<file path="src/rtl/el2_exu_mul_wb_ctl.sv">
// Writeback staging FIFO behind the multiplier: captures X-stage results and
// drains them to the shared GPR writeback port with valid/ready handshaking.
module el2_exu_mul_wb_ctl #(
  parameter int DEPTH = 2
) (
  input  logic                     clk,
  input  logic                     rst,
  input  logic                     mul_valid_x,
  input  logic [4:0]               mul_rd_x,
  input  logic [31:0]              result_x,
  input  logic                     flush_x,
  input  logic                     wb_ready,
  output logic                     wb_valid,
  output logic [4:0]               wb_rd,
  output logic [31:0]              wb_data,
  output logic                     mul_stall,
  output logic [$clog2(DEPTH):0]   occupancy,
  output logic                     overflow_err
);

  localparam int AW = $clog2(DEPTH);
  localparam int CW = AW + 1;

  logic [4:0]    rd_mem   [DEPTH];
  logic [31:0]   data_mem [DEPTH];
  logic [AW-1:0] wr_ptr;
  logic [AW-1:0] rd_ptr;
  logic [CW-1:0] count;
  logic          ovf_q;

  logic full;
  logic enq_req;
  logic deq;
  logic enq;
  logic drop;

  assign full    = (count == CW'(DEPTH));
  assign enq_req = mul_valid_x & ~flush_x & (mul_rd_x != 5'd0);
  assign deq     = wb_valid & wb_ready;
  // A full buffer still accepts when the head leaves in the same cycle.
  assign enq     = enq_req & (~full | deq);
  assign drop    = enq_req & full & ~deq;

  always_ff @(posedge clk) begin
    if (rst) begin
      wr_ptr <= '0;
      rd_ptr <= '0;
      count  <= '0;
      ovf_q  <= 1'b0;
    end else begin
      ovf_q <= drop;
      if (enq) begin
        wr_ptr <= wr_ptr + AW'(1);
      end
      if (deq) begin
        rd_ptr <= rd_ptr + AW'(1);
      end
      case ({enq, deq})
        2'b10:   count <= count + CW'(1);
        2'b01:   count <= count - CW'(1);
        default: count <= count;
      endcase
    end
  end

  // Entry storage is deliberately unreset; outputs mask it while invalid.
  always_ff @(posedge clk) begin
    if (enq && !rst) begin
      rd_mem[wr_ptr]   <= mul_rd_x;
      data_mem[wr_ptr] <= result_x;
    end
  end

  assign wb_valid     = (count != '0);
  assign wb_rd        = wb_valid ? rd_mem[rd_ptr] : 5'd0;
  assign wb_data      = wb_valid ? data_mem[rd_ptr] : 32'd0;
  assign mul_stall    = full;
  assign occupancy    = count;
  assign overflow_err = ovf_q;

endmodule

</file>
<file path="config.mk">
export PLATFORM = sky130hd
export DESIGN_NAME = el2_exu_mul_wb_ctl
export DESIGN_NICKNAME = d
export VERILOG_FILES = /design/src/rtl/el2_exu_mul_wb_ctl.sv
export SDC_FILE = /design/constraint.sdc
export NUM_CORES = 1
export LEC_CHECK = 0
export ABC_AREA = 1
export CAP_MARGIN = 15
export CELL_PAD_IN_SITES_DETAIL_PLACEMENT = 1
export CELL_PAD_IN_SITES_GLOBAL_PLACEMENT = 2
export CORE_AREA = 4 4 101 103
export DETAILED_ROUTE_END_ITERATION = 8
export DIE_AREA = 0 0 105 107
export PLACE_DENSITY_LB_ADDON = 0.12
export REMOVE_ABC_BUFFERS = 1
export SYNTH_ARGS = -nofsm -noshare
export SYNTH_HDL_FRONTEND = slang
export SYNTH_SLANG_ARGS = --single-unit
</file>
<file path="constraint.sdc">
create_clock -name clk -period 5.5 [get_ports clk]
set_clock_uncertainty 0.1 [all_clocks]
set_input_delay 1.375 -clock clk [delete_from_list [all_inputs] [get_ports clk]]
set_output_delay 1.375 -clock clk [all_outputs]
set_load 0.05 [all_outputs]
</file>
==> impl_metrics.csv <==
group,metric,value,unit
run_status,outcome,"finished clean",
grt,grt_use_met3,4.33,%
floorplan,initial_core_util,34.0,%
worst_setup_path,reg2reg_depth,6,
worst_setup_path,r2r_start,"occupancy[0]",
power_and_ir_drop,ir_drop,0.173,mV
power_and_ir_drop,total_power,1.58,mW
finish,layout_commonest_cell,"clkdlybuf4s50_1",
power_and_ir_drop,leakagePower,1.48,nW
grt,grt-ovfl-total,0,
min_path,min_path_type,"reg2reg",
yosys,synth.top_cell.area_share,71.1,%
yosys,ys_ff_latch,80,
timing,fmax,0.239,GHz
worst_setup_path,crit_chain,"inv_2 -> nand2_1 -> a21oi_2 -> clkdlybuf4s50_1",
route,wire_per_inst,16.2,um
worst_setup_path,rrSetupSlack,3.39,ns
grt,grtUsageMet1,15.8,%
power_and_ir_drop,switchingPower,0.533,mW
floorplan,die_y,107,um
yosys,netlist_area,3130,um^2
timing,grt_setup_unrepaired,"false",
yosys,ys_types,21,
clock_network,cts.sinks,80,
power_and_ir_drop,power_frac_seq,44.7,%
clock_network,clockRootBuffer,"clkbuf_8",
timing,tns,0,ns
route,drt-total-wl,7170,um
floorplan,row_count,35,
route,via_count,2111,
worst_setup_path,cp.required,4.03,ns
clock_network,cts_hold_buf,0,
route,drt_pass1_iterations,4,
power_and_ir_drop,power_density,371,nW/um^2
finish,layout.nets,371,
grt,grtUsageMet2,22.5,%
power_and_ir_drop,power_frac_clock,26.2,%
worst_setup_path,slowest_delay,0.82,ns
clock_network,clk_path_buf_depth,2,
finish,area_delta_synth_final,35.9,%
finish,drive_above_1_share,9.91,%
power_and_ir_drop,comb_power_share,29.1,%
floorplan,io_pins,84,
place,globalplace.congestion,0.720,
worst_setup_path,endpoint,"wb_data[2]",
job,drv_cap,0,
route,drt_iter0_markers,70,
clock_network,cts_max_level,3,
yosys,synth_top_area_cell,"edfxtp_1",
place,io_buffers,83,
power_and_ir_drop,switching_share,33.9,%
timing,layout_min_cycle_time,4.18,ns
worst_setup_path,worstSetupEndpointType,"output port",
clock_network,clock_latency,0.35,ns
worst_setup_path,critPathArrivalTime,2.71,ns
grt,grt.busiest_layer,"met2",
grt,grt_pass1_vias,2275,
floorplan,die-area,11200,um^2
floorplan,die_w,105,um
grt,grt_usage,13.4,%
timing,setup_viol,0,
route,drt-vias-per-instance,4.75,
yosys,syn_area_per_cell,12.9,um^2
place,placed_cells,427,
route,drtAntennaViolNets,0,
clock_network,cts_inserted_buffers,9,
floorplan,coreArea,9200,um^2
finish,antenna_cells,0,
grt,grt_antenna_before_repair,0,
worst_setup_path,crit_type,"reg2out",
clock_network,path_clk_slew,0.08,ns
min_path,min_from,"rd_ptr",
route,drcViolationCount,0,
worst_setup_path,r2r_end,"data_mem[0][20]",
worst_setup_path,critPathMaxFanout,38,
timing,period_share,76.0,%
finish,final_cells,444,
timing,tightest_slew,0.874,ns
yosys,synth_cells,243,
timing,max_slew_margin,41.6,%
place,dp_hpwl,4460,um
yosys,ys_warn_count,0,
yosys,ys_seq_area_share,74.9,%
timing,finalHoldViolations,0,
clock_network,cts_setup_buffers,0,
clock_network,tritoncts,"done",
power_and_ir_drop,intPower,1.04,mW
worst_setup_path,critPathLaunchType,"register",
worst_setup_path,worst_path_max_delay_cell,"clkdlybuf4s50_1",
finish,mostFrequentLayoutCells,"clkdlybuf4s50_1 (83), nand2_1 (79), edfxtp_1 (74)",
timing,maxSlewViolCount,0,
grt,grt_max_degree,40,
yosys,synthTopCellsByArea,"edfxtp_1 (71%), nand2_1 (9.5%), a21oi_1 (4.8%)",
clock_network,cts_resized,0,
grt,grt_pass1_wl,11500,um
==> routing by layer <==
metal / part of all wire, % / vias to the layer above
li1: - / 1008
met1: 42 / 1038
met2: 51 / 55
met3: 5.1 / 10
met4: 1.8 / 0
met5: 0 / -
==> flip-flops by register name (all words and copies together) (netlist names), named ones only <==
signal	flops
occupancy	2
data_mem	64
rd_mem	10
rd_ptr	1
wr_ptr	1
overflow_err	1
==> power by group through the flow <==
| stage | clock (mW) | combinational [mW] | sequential [mW] |
|---|---|---|---|
| after global placement | 0 | 0.449 | 0.719 |
| after detailed placement | 0 | 0.453 | 0.720 |
| after CTS | 0.425 | 0.454 | 0.706 |
| final | 0.413 | 0.458 | 0.704 |
| after global routing | 0.460 | 0.489 | 0.709 |
| after floorplan | 0 | 0.272 | 0.720 |
==> layout make-up <==
class | count | area, um^2
Fill cell | 993 | 4950
Clock buffer | 10 | 128
Clock inverter | 6 | 60.1
Inverter | 12 | 45.0
Sequential cell | 80 | 2340
Multi-Input combinational cell | 140 | 667
Timing Repair Buffer | 85 | 866
Tap cell | 111 | 139
==> worst max-delay path, delay by kind of cell (launching register included) <==
family                 cells  cell delay (ns)
buffers and inverters      2             1.46
DFF                        1             0.56
AOI/OAI and AO/OA          1             0.19
and+or+nand+nor            1             0.15
==> cells in the mapped netlist <==
cell type	count
a31oi_1	1
dfxtp_1	6
nand2_1	79
or2_1	1
edfxtp_1	74
nor3_2	1
nor2_2	2
inv_2	1
a21oi_1	30
buf_4	4
o21ai_0	1
nand3_1	3
buf_2	4
nand4_1	2
a21oi_2	10
nand3_2	1
inv_1	11
ha_1	1
nor2_1	7
o21ai_1	1
buf_6	3
==> how the worst min path moves through the flow <==
| stage | endpoint | cells past startpoint |
|---|---|---|
| floorplan | register | 1 |
| global placement | register | 1 |
| detailed placement | register | 1 |
| CTS | rd_ptr | 1 |
| global route | rd_ptr | 1 |
| finish | rd_ptr | 1 |
==> kinds of logic (layout without fill, tap and decap cells) <==
family	Yosys count	after routing	synth area share, %
flip-flops	80	80	74.9
AO/OA/AOI/OAI	43	43	8.12
AND/OR/NAND/NOR	96	96	12.4
adder cells (fa/ha/maj)	1	1	0.400
buffers and inverters	23	113	4.12
==> metrics by stage <==
stage / instance area [um^2] / hold WS, ns / util, % / setup WS (ns)
after floorplan: 3040 / 0.331 / - / 1.83
after global placement: 4030 / 0.336 / 43.9 / 1.58
after detailed placement: 4030 / 0.359 / 43.9 / 1.56
after CTS: 4220 / 0.373 / 45.9 / 1.18
after global routing: 4250 / 0.388 / 46.2 / 1.03
final: 4250 / 0.368 / 46.2 / 1.32
(Power assumes the default switching activity.)
